## config.mk

```make
export PLATFORM = sky130hd
export DESIGN_NAME = fpu_align_unpack
export DESIGN_NICKNAME = d
export VERILOG_FILES = /design/src/rtl/fpu_pkg.sv /design/src/rtl/sticky_rshift.sv /design/src/rtl/fpu_align_unpack.sv
export SDC_FILE = /design/constraint.sdc
export NUM_CORES = 1
export LEC_CHECK = 0
export CAP_MARGIN = 15
export CORE_UTILIZATION = 50
export DETAILED_ROUTE_END_ITERATION = 12
export DONT_BUFFER_PORTS = 1
export PLACE_DENSITY = 0.64
export SYNTH_ARGS = -nofsm -noshare
export SYNTH_HDL_FRONTEND = slang
export SYNTH_SLANG_ARGS = --single-unit
```

## constraint.sdc

```tcl
create_clock -name i_clk -period 5.8 [get_ports i_clk]
set_input_delay 1.74 -clock i_clk [delete_from_list [all_inputs] [get_ports i_clk]]
set_output_delay 1.74 -clock i_clk [all_outputs]
set_load 0.02 [all_outputs]
```

## src/rtl/fpu_pkg.sv

```systemverilog
// Shared single-precision FPU definitions: field widths, operand layout,
// classification and the unpack helpers used by the add/sub front end.
package fpu_pkg;

    localparam int EXP_W     = 8;
    localparam int FRAC_W    = 23;
    localparam int MANT_W    = 28;
    localparam logic [EXP_W-1:0] EXP_MAX = 8'hFF;
    localparam int ALIGN_MAX = 28;

    typedef struct packed {
        logic              s;
        logic [EXP_W-1:0]  e;
        logic [FRAC_W-1:0] f;
    } fp32_t;

    typedef enum logic [2:0] {
        ZERO,
        DENORM,
        NORM,
        INF,
        NAN
    } fp_class_e;

    function automatic fp_class_e fp_classify(input fp32_t x);
        fp_class_e c;
        if (x.e == EXP_MAX) begin
            c = (x.f != '0) ? NAN : INF;
        end else if (x.e == '0) begin
            c = (x.f != '0) ? DENORM : ZERO;
        end else begin
            c = NORM;
        end
        return c;
    endfunction

    // Zero and denormals share the effective exponent 1 with no hidden bit.
    function automatic logic [EXP_W-1:0] fp_eff_exp(input fp32_t x);
        return (x.e == '0) ? 8'd1 : x.e;
    endfunction

    function automatic logic [MANT_W-1:0] fp_mant(input fp32_t x);
        return {(x.e != '0), x.f, 4'b0000};
    endfunction

endpackage

```

## src/rtl/sticky_rshift.sv

```systemverilog
// 28-bit right shifter that folds every shifted-out bit into bit 0 and
// collapses to a pure sticky bit once the amount reaches the mantissa width.
module sticky_rshift
    import fpu_pkg::*;
(
    input  logic [MANT_W-1:0] i_din,
    input  logic [4:0]        i_amt,
    output logic [MANT_W-1:0] o_dout
);

    logic [MANT_W-1:0] lost_mask;
    logic [MANT_W-1:0] shifted;

    generate
        for (genvar gi = 0; gi < MANT_W; gi++) begin : g_mask
            assign lost_mask[gi] = (5'(gi) < i_amt);
        end
    endgenerate

    always_comb begin
        shifted = i_din >> i_amt;
        if (i_amt >= 5'(ALIGN_MAX)) begin
            o_dout = {{(MANT_W-1){1'b0}}, |i_din};
        end else begin
            o_dout = {shifted[MANT_W-1:1], shifted[0] | (|(i_din & lost_mask))};
        end
    end

endmodule

```

## src/rtl/fpu_align_unpack.sv

```systemverilog
// Add/sub operand front end: unpack, classify and order the operands in S1,
// then align the smaller mantissa in S2 behind a 2-deep valid/ready pipe.
module fpu_align_unpack
    import fpu_pkg::*;
(
    input  logic              i_clk,
    input  logic              i_rst,
    input  logic              i_valid,
    output logic              o_ready,
    input  logic [31:0]       i_a,
    input  logic [31:0]       i_b,
    input  logic              i_op_sub,
    output logic              o_valid,
    input  logic              i_ready,
    output logic [EXP_W-1:0]  o_exp,
    output logic [MANT_W-1:0] o_mant_big,
    output logic [MANT_W-1:0] o_mant_small,
    output logic              o_sign,
    output logic              o_eff_sub,
    output logic              o_nan,
    output logic              o_inf
);

    fp32_t             fa, fb;
    fp_class_e         cls_a, cls_b;
    logic              sb_eff;
    logic [EXP_W-1:0]  ea, eb, e_diff;
    logic [MANT_W-1:0] ma, mb;
    logic              a_big;
    logic              u_sign, u_eff_sub, u_nan, u_inf;
    logic [EXP_W-1:0]  u_exp;
    logic [MANT_W-1:0] u_big, u_small;
    logic [4:0]        u_shift;

    always_comb begin
        fa        = fp32_t'(i_a);
        fb        = fp32_t'(i_b);
        cls_a     = fp_classify(fa);
        cls_b     = fp_classify(fb);
        sb_eff    = fb.s ^ i_op_sub;
        ea        = fp_eff_exp(fa);
        eb        = fp_eff_exp(fb);
        ma        = fp_mant(fa);
        mb        = fp_mant(fb);
        u_eff_sub = fa.s ^ sb_eff;
        a_big     = (ea > eb) || ((ea == eb) && (ma >= mb));
        u_exp     = a_big ? ea : eb;
        u_big     = a_big ? ma : mb;
        u_small   = a_big ? mb : ma;
        e_diff    = a_big ? (ea - eb) : (eb - ea);
        u_shift   = (e_diff >= 8'(ALIGN_MAX)) ? 5'(ALIGN_MAX) : e_diff[4:0];
        u_sign    = a_big ? fa.s : sb_eff;

        u_nan = (cls_a == NAN) || (cls_b == NAN) ||
                ((cls_a == INF) && (cls_b == INF) && u_eff_sub);
        u_inf = ((cls_a == INF) || (cls_b == INF)) && !u_nan;
        // An infinite operand dictates the sign; A wins when both are infinite.
        if (u_inf) begin
            u_sign = (cls_a == INF) ? fa.s : sb_eff;
        end
    end

    logic              s1_valid_q, s1_valid_d;
    logic [EXP_W-1:0]  s1_exp_q, s1_exp_d;
    logic [MANT_W-1:0] s1_big_q, s1_big_d;
    logic [MANT_W-1:0] s1_small_q, s1_small_d;
    logic [4:0]        s1_shift_q, s1_shift_d;
    logic              s1_sign_q, s1_sign_d;
    logic              s1_eff_sub_q, s1_eff_sub_d;
    logic              s1_nan_q, s1_nan_d;
    logic              s1_inf_q, s1_inf_d;

    logic              valid_q, valid_d;
    logic [EXP_W-1:0]  exp_q, exp_d;
    logic [MANT_W-1:0] big_q, big_d;
    logic [MANT_W-1:0] small_q, small_d;
    logic              sign_q, sign_d;
    logic              eff_sub_q, eff_sub_d;
    logic              nan_q, nan_d;
    logic              inf_q, inf_d;

    logic              s2_advance, s1_advance, accept;
    logic [MANT_W-1:0] aligned;

    assign s2_advance = ~valid_q | i_ready;
    assign s1_advance = ~s1_valid_q | s2_advance;
    assign accept     = i_valid & s1_advance;
    assign o_ready    = s1_advance;

    always_comb begin
        s1_valid_d   = s1_valid_q;
        s1_exp_d     = s1_exp_q;
        s1_big_d     = s1_big_q;
        s1_small_d   = s1_small_q;
        s1_shift_d   = s1_shift_q;
        s1_sign_d    = s1_sign_q;
        s1_eff_sub_d = s1_eff_sub_q;
        s1_nan_d     = s1_nan_q;
        s1_inf_d     = s1_inf_q;
        if (s1_advance) begin
            s1_valid_d = i_valid;
        end
        if (accept) begin
            s1_exp_d     = u_exp;
            s1_big_d     = u_big;
            s1_small_d   = u_small;
            s1_shift_d   = u_shift;
            s1_sign_d    = u_sign;
            s1_eff_sub_d = u_eff_sub;
            s1_nan_d     = u_nan;
            s1_inf_d     = u_inf;
        end
    end

    sticky_rshift u_align (
        .i_din  (s1_small_q),
        .i_amt  (s1_shift_q),
        .o_dout (aligned)
    );

    always_comb begin
        valid_d   = valid_q;
        exp_d     = exp_q;
        big_d     = big_q;
        small_d   = small_q;
        sign_d    = sign_q;
        eff_sub_d = eff_sub_q;
        nan_d     = nan_q;
        inf_d     = inf_q;
        if (s2_advance) begin
            valid_d = s1_valid_q;
        end
        // Output registers only change on a real transfer so a stalled result holds.
        if (s2_advance && s1_valid_q) begin
            exp_d     = s1_exp_q;
            big_d     = s1_big_q;
            small_d   = aligned;
            sign_d    = s1_sign_q;
            eff_sub_d = s1_eff_sub_q;
            nan_d     = s1_nan_q;
            inf_d     = s1_inf_q;
        end
    end

    always_ff @(posedge i_clk) begin
        if (i_rst) begin
            s1_valid_q   <= 1'b0;
            s1_exp_q     <= '0;
            s1_big_q     <= '0;
            s1_small_q   <= '0;
            s1_shift_q   <= '0;
            s1_sign_q    <= 1'b0;
            s1_eff_sub_q <= 1'b0;
            s1_nan_q     <= 1'b0;
            s1_inf_q     <= 1'b0;
            valid_q      <= 1'b0;
            exp_q        <= '0;
            big_q        <= '0;
            small_q      <= '0;
            sign_q       <= 1'b0;
            eff_sub_q    <= 1'b0;
            nan_q        <= 1'b0;
            inf_q        <= 1'b0;
        end else begin
            s1_valid_q   <= s1_valid_d;
            s1_exp_q     <= s1_exp_d;
            s1_big_q     <= s1_big_d;
            s1_small_q   <= s1_small_d;
            s1_shift_q   <= s1_shift_d;
            s1_sign_q    <= s1_sign_d;
            s1_eff_sub_q <= s1_eff_sub_d;
            s1_nan_q     <= s1_nan_d;
            s1_inf_q     <= s1_inf_d;
            valid_q      <= valid_d;
            exp_q        <= exp_d;
            big_q        <= big_d;
            small_q      <= small_d;
            sign_q       <= sign_d;
            eff_sub_q    <= eff_sub_d;
            nan_q        <= nan_d;
            inf_q        <= inf_d;
        end
    end

    assign o_valid      = valid_q;
    assign o_exp        = exp_q;
    assign o_mant_big   = big_q;
    assign o_mant_small = small_q;
    assign o_sign       = sign_q;
    assign o_eff_sub    = eff_sub_q;
    assign o_nan        = nan_q;
    assign o_inf        = inf_q;

endmodule

```

==> impl_metrics.tcl <==
set metrics [dict create \
    status "finished clean" \
    reg2reg_to "o_mant_small[0]" \
    max_stage_delay_ns 0.50 \
    async_flop_share 0 \
    pwr-share-seq 0.403 \
    tritoncts "done" \
    post_route_cells_drive_above_1_share 0.06832 \
    synthesis.yosys.warnings 0 \
    rr_worst_depth 8 \
    antenna_found_initial 0 \
    die_area_sq_mm 0.01652 \
    netlist.area_leader.share 0.3277 \
    setup.worst_path.start "i_b[24]" \
    postRouteAntennaNets 0 \
    final-hold-violation-count 0 \
    first_iter_violations 696 \
    floorplan.die.height_um 128.5 \
    area_of_combinational_cells_with_multiple_inputs_sq_mm 0.004832 \
    numClockSinks 131 \
    critical_path.endpoint "s1_shift_q[1]" \
    tcrit_tclk_final 0.8173 \
    slowest_stage "or4_1" \
    timing.fmax_mhz 211.0 \
    start_of_the_worst_register_to_register_path "s1_shift_q[3]" \
    comb_power_share 0.176 \
    gp_routability_congestion 0.9418 \
    cts_setup_buffers 0 \
    tightest_slew_ns 1.094 \
    final-seq-area_sq_mm 0.002623 \
    power.total_mw 2.601 \
    clock-skew-final_ns 0.008970 \
    timing.hold.worst.class "flop to flop" \
    drt-pass1-iter-count 5 \
    p_leak_nw 3.289 \
    post_cts_resized 0 \
    post-place-cells 1189 \
    grt_start_max_net_pins 133 \
    timing.slew.headroom 0.2696 \
    mappedNetlistArea_sq_mm 0.008004 \
    cp.depth 14 \
    crit_path_end_kind "flop" \
    routedWlPerCell_um 19.41 \
    number_of_nets_in_the_finished_design 1105 \
    setup_total_neg_slack_ns 0 \
    postSynthRegisterBits 131 \
    clock_latency_ns 0.42 \
    path_cells "or4_1 -> nor2_1 -> nor2_1 -> inv_1 -> ha_1 -> inv_1 -> a21oi_1 -> nand3_1 -> a311o_2 -> nand2_4 -> mux2i_1 -> xor2_1 -> nand4_1 -> a2111oi_2" \
    required_ns 6.11 \
    setup_viol_count_final 0 \
    rsz0062_at_grt "no" \
    placement.io_buffers 0 \
    num_vias 7486 \
    worstPathBufferInverterCount 2 \
    report.final.slew_viol_count 0 \
    power-per-cell-area_mw_per_mm2 304.0 \
    detailed_place_hpwl_um 16700 \
    postSynthAreaPerCell_sq_um 7.501 \
    first_pass_grt_wire_length_um 37270 \
    flow.area_growth_from_synthesis_pct 6.878 \
    diodes 0 \
    vias_in_the_first_global_route 6791 \
    hold_buffers 0 \
    cts_max_level 4 \
    synth.yosys.seq_area_share 0.3277 \
    synthDistinctLibCells 58 \
    p_sw_uw 785.3 \
    vdd.ir_drop.worst_mv 0.1986 \
    netSwitchingFraction 0.3019 \
    synthFlopType "dfxtp_1" \
    pin_count 139 \
    num-fill-cells 1565 \
    route.detailed.drc 0 \
    route.detailed.vias_per_inst 6.131 \
    intPower_mw 1.816 \
    num_rows 45 \
    worstSetupPathType "input pin to flop" \
    clkPwrFrac 0.421 \
    cts_made_buffers 17 \
    detailed_route_wl_um 23700 \
    min_period_ns 4.740 \
    grt_overflow 0 \
    netlist_top_cells_area "dfxtp_1 33%, nand2_1 9.2%, ha_1 6.1%, a311oi_1 5.9%, nor2_1 5.3%" \
    placeableCoreArea_sq_mm 0.01543 \
    synth_enable_flop_cells 0 \
    cts_max_path_buffers 2 \
    syn-instance-count 1067 \
    max-cap-violations 0 \
    clockRootBuffer "clkbuf_16" \
    most_used_standard_cell_by_instance_count_after_synthesis "nand2_1" \
    crit_family "simple AND/OR/NAND/NOR gates" \
    arrival_ns 5.05 \
    die_w_um 128.5 \
    netlist_top_cells_count "197 x nand2_1, 131 x dfxtp_1, 114 x nor2_1" \
    clkTransAtPathRegs_ns 0.06 \
    instances_no_fill 1221 \
    worst-r2r-setup-slack_ns 2.56 \
    worstPathMaxFanout 32 \
    cp-start-kind "input pin" \
    synth_top_area_cell "dfxtp_1" \
    initial_util 0.5188 \
    all_layer_gr_usage 0.2905 \
]
worst register-to-register path, cell delays in order, from the launching register on:
cell	delay, ns
dfxtp_1	1.04
clkinv_1	0.79
nand2_1	0.53
a31oi_1	0.08
o2111ai_1	0.23
o21ai_0	0.12
nand3_1	0.11
nand3_1	0.12
a21oi_1	0.15
metrics by stage:
stage / hold slack (ns) / util / cell area [sq um] / worst slack [ns]
2_1_floorplan: 0.4321 / - / 8015 / 0.9935
6_report: 0.4507 / 0.5545 / 8554 / 1.060
3_3_place_gp: 0.4359 / 0.5152 / 7948 / 0.7641
3_5_place_dp: 0.4390 / 0.5152 / 7948 / 0.6587
5_1_grt: 0.4668 / 0.5545 / 8554 / 0.8100
4_1_cts: 0.4473 / 0.5545 / 8554 / 1.075
how the worst min path moves through the flow:
stage                            start              to  slack [ns]  cells past startpoint
after global routing      s1_big_q[11]  o_mant_big[11]        0.47                      2
after global placement     s1_big_q[6]   o_mant_big[6]        0.44                      2
after floorplan           s1_eff_sub_q       o_eff_sub        0.43                      2
after detailed placement      s1_nan_q           o_nan        0.44                      2
final                     s1_big_q[18]  o_mant_big[18]        0.45                      2
after CTS                     s1_nan_q           o_nan        0.45                      2
registers in the layout, indices dropped and copies added, names as in the netlist, 5 cells and up:
signal and flops:
o_mant_small 28, o_mant_big 24, s1_big_q 24, s1_small_q 24, o_exp 8, s1_exp_q 8, s1_shift_q 5
cells in the final DEF (no fill, tap or decap), types with 10 or more instances in the layout:
master,instances
nand2_1,197
dfxtp_1,131
nor2_1,114
a21oi_1,85
nand3_1,59
a311oi_1,54
inv_1,43
ha_1,39
o21ai_0,35
mux2i_1,27
a211oi_1,21
clkbuf_16,17
nor4_1,14
nor3_1,14
nand4_1,12
mux2_2,10
final cells by class:
| class | count | area share |
|---|---|---|
| Sequential cell | 131 | 0.3066 |
| Timing Repair Buffer | 8 | 0.007021 |
| Clock inverter | 10 | 0.01433 |
| Tap cell | 211 | 0.03086 |
| Inverter | 45 | 0.01975 |
| Clock buffer | 22 | 0.05660 |
| Multi-Input combinational cell | 794 | 0.5649 |
layer usage:
layer	wire length, um	track usage	share of wire	vias to the layer above
li1	-	-	-	3641
met1	10630	0.3989	0.45	3487
met3	2228	0.08191	0.094	39
met2	10450	0.4353	0.44	319
met5	0	0	0	-
met4	392	0.1003	0.017	0
power groups by stage:
stage	Combinational (mW)	Sequential, mW	Clock, mW
after global placement	0.451	1.06	0
after detailed placement	0.453	1.07	0
after CTS	0.455	1.05	1.11
after floorplan	0.395	1.03	0
final	0.458	1.05	1.09
after global routing	0.511	1.06	1.15
kinds of logic (layout without fill, tap and decap cells):
kind of cell	Yosys count	count (layout)	share of synthesized area
XOR/XNOR	12	12	0.01313
multiplexers	45	45	0.07035
AO/OA/AOI/OAI	252	252	0.2153
adder cells (fa/ha/maj)	39	39	0.06097
other	1	4	0.0004685
buffers and inverters	145	85	0.07175
AND/OR/NAND/NOR	442	442	0.2404
flip-flops	131	131	0.3277
Power figures use the tool's default switching activity.
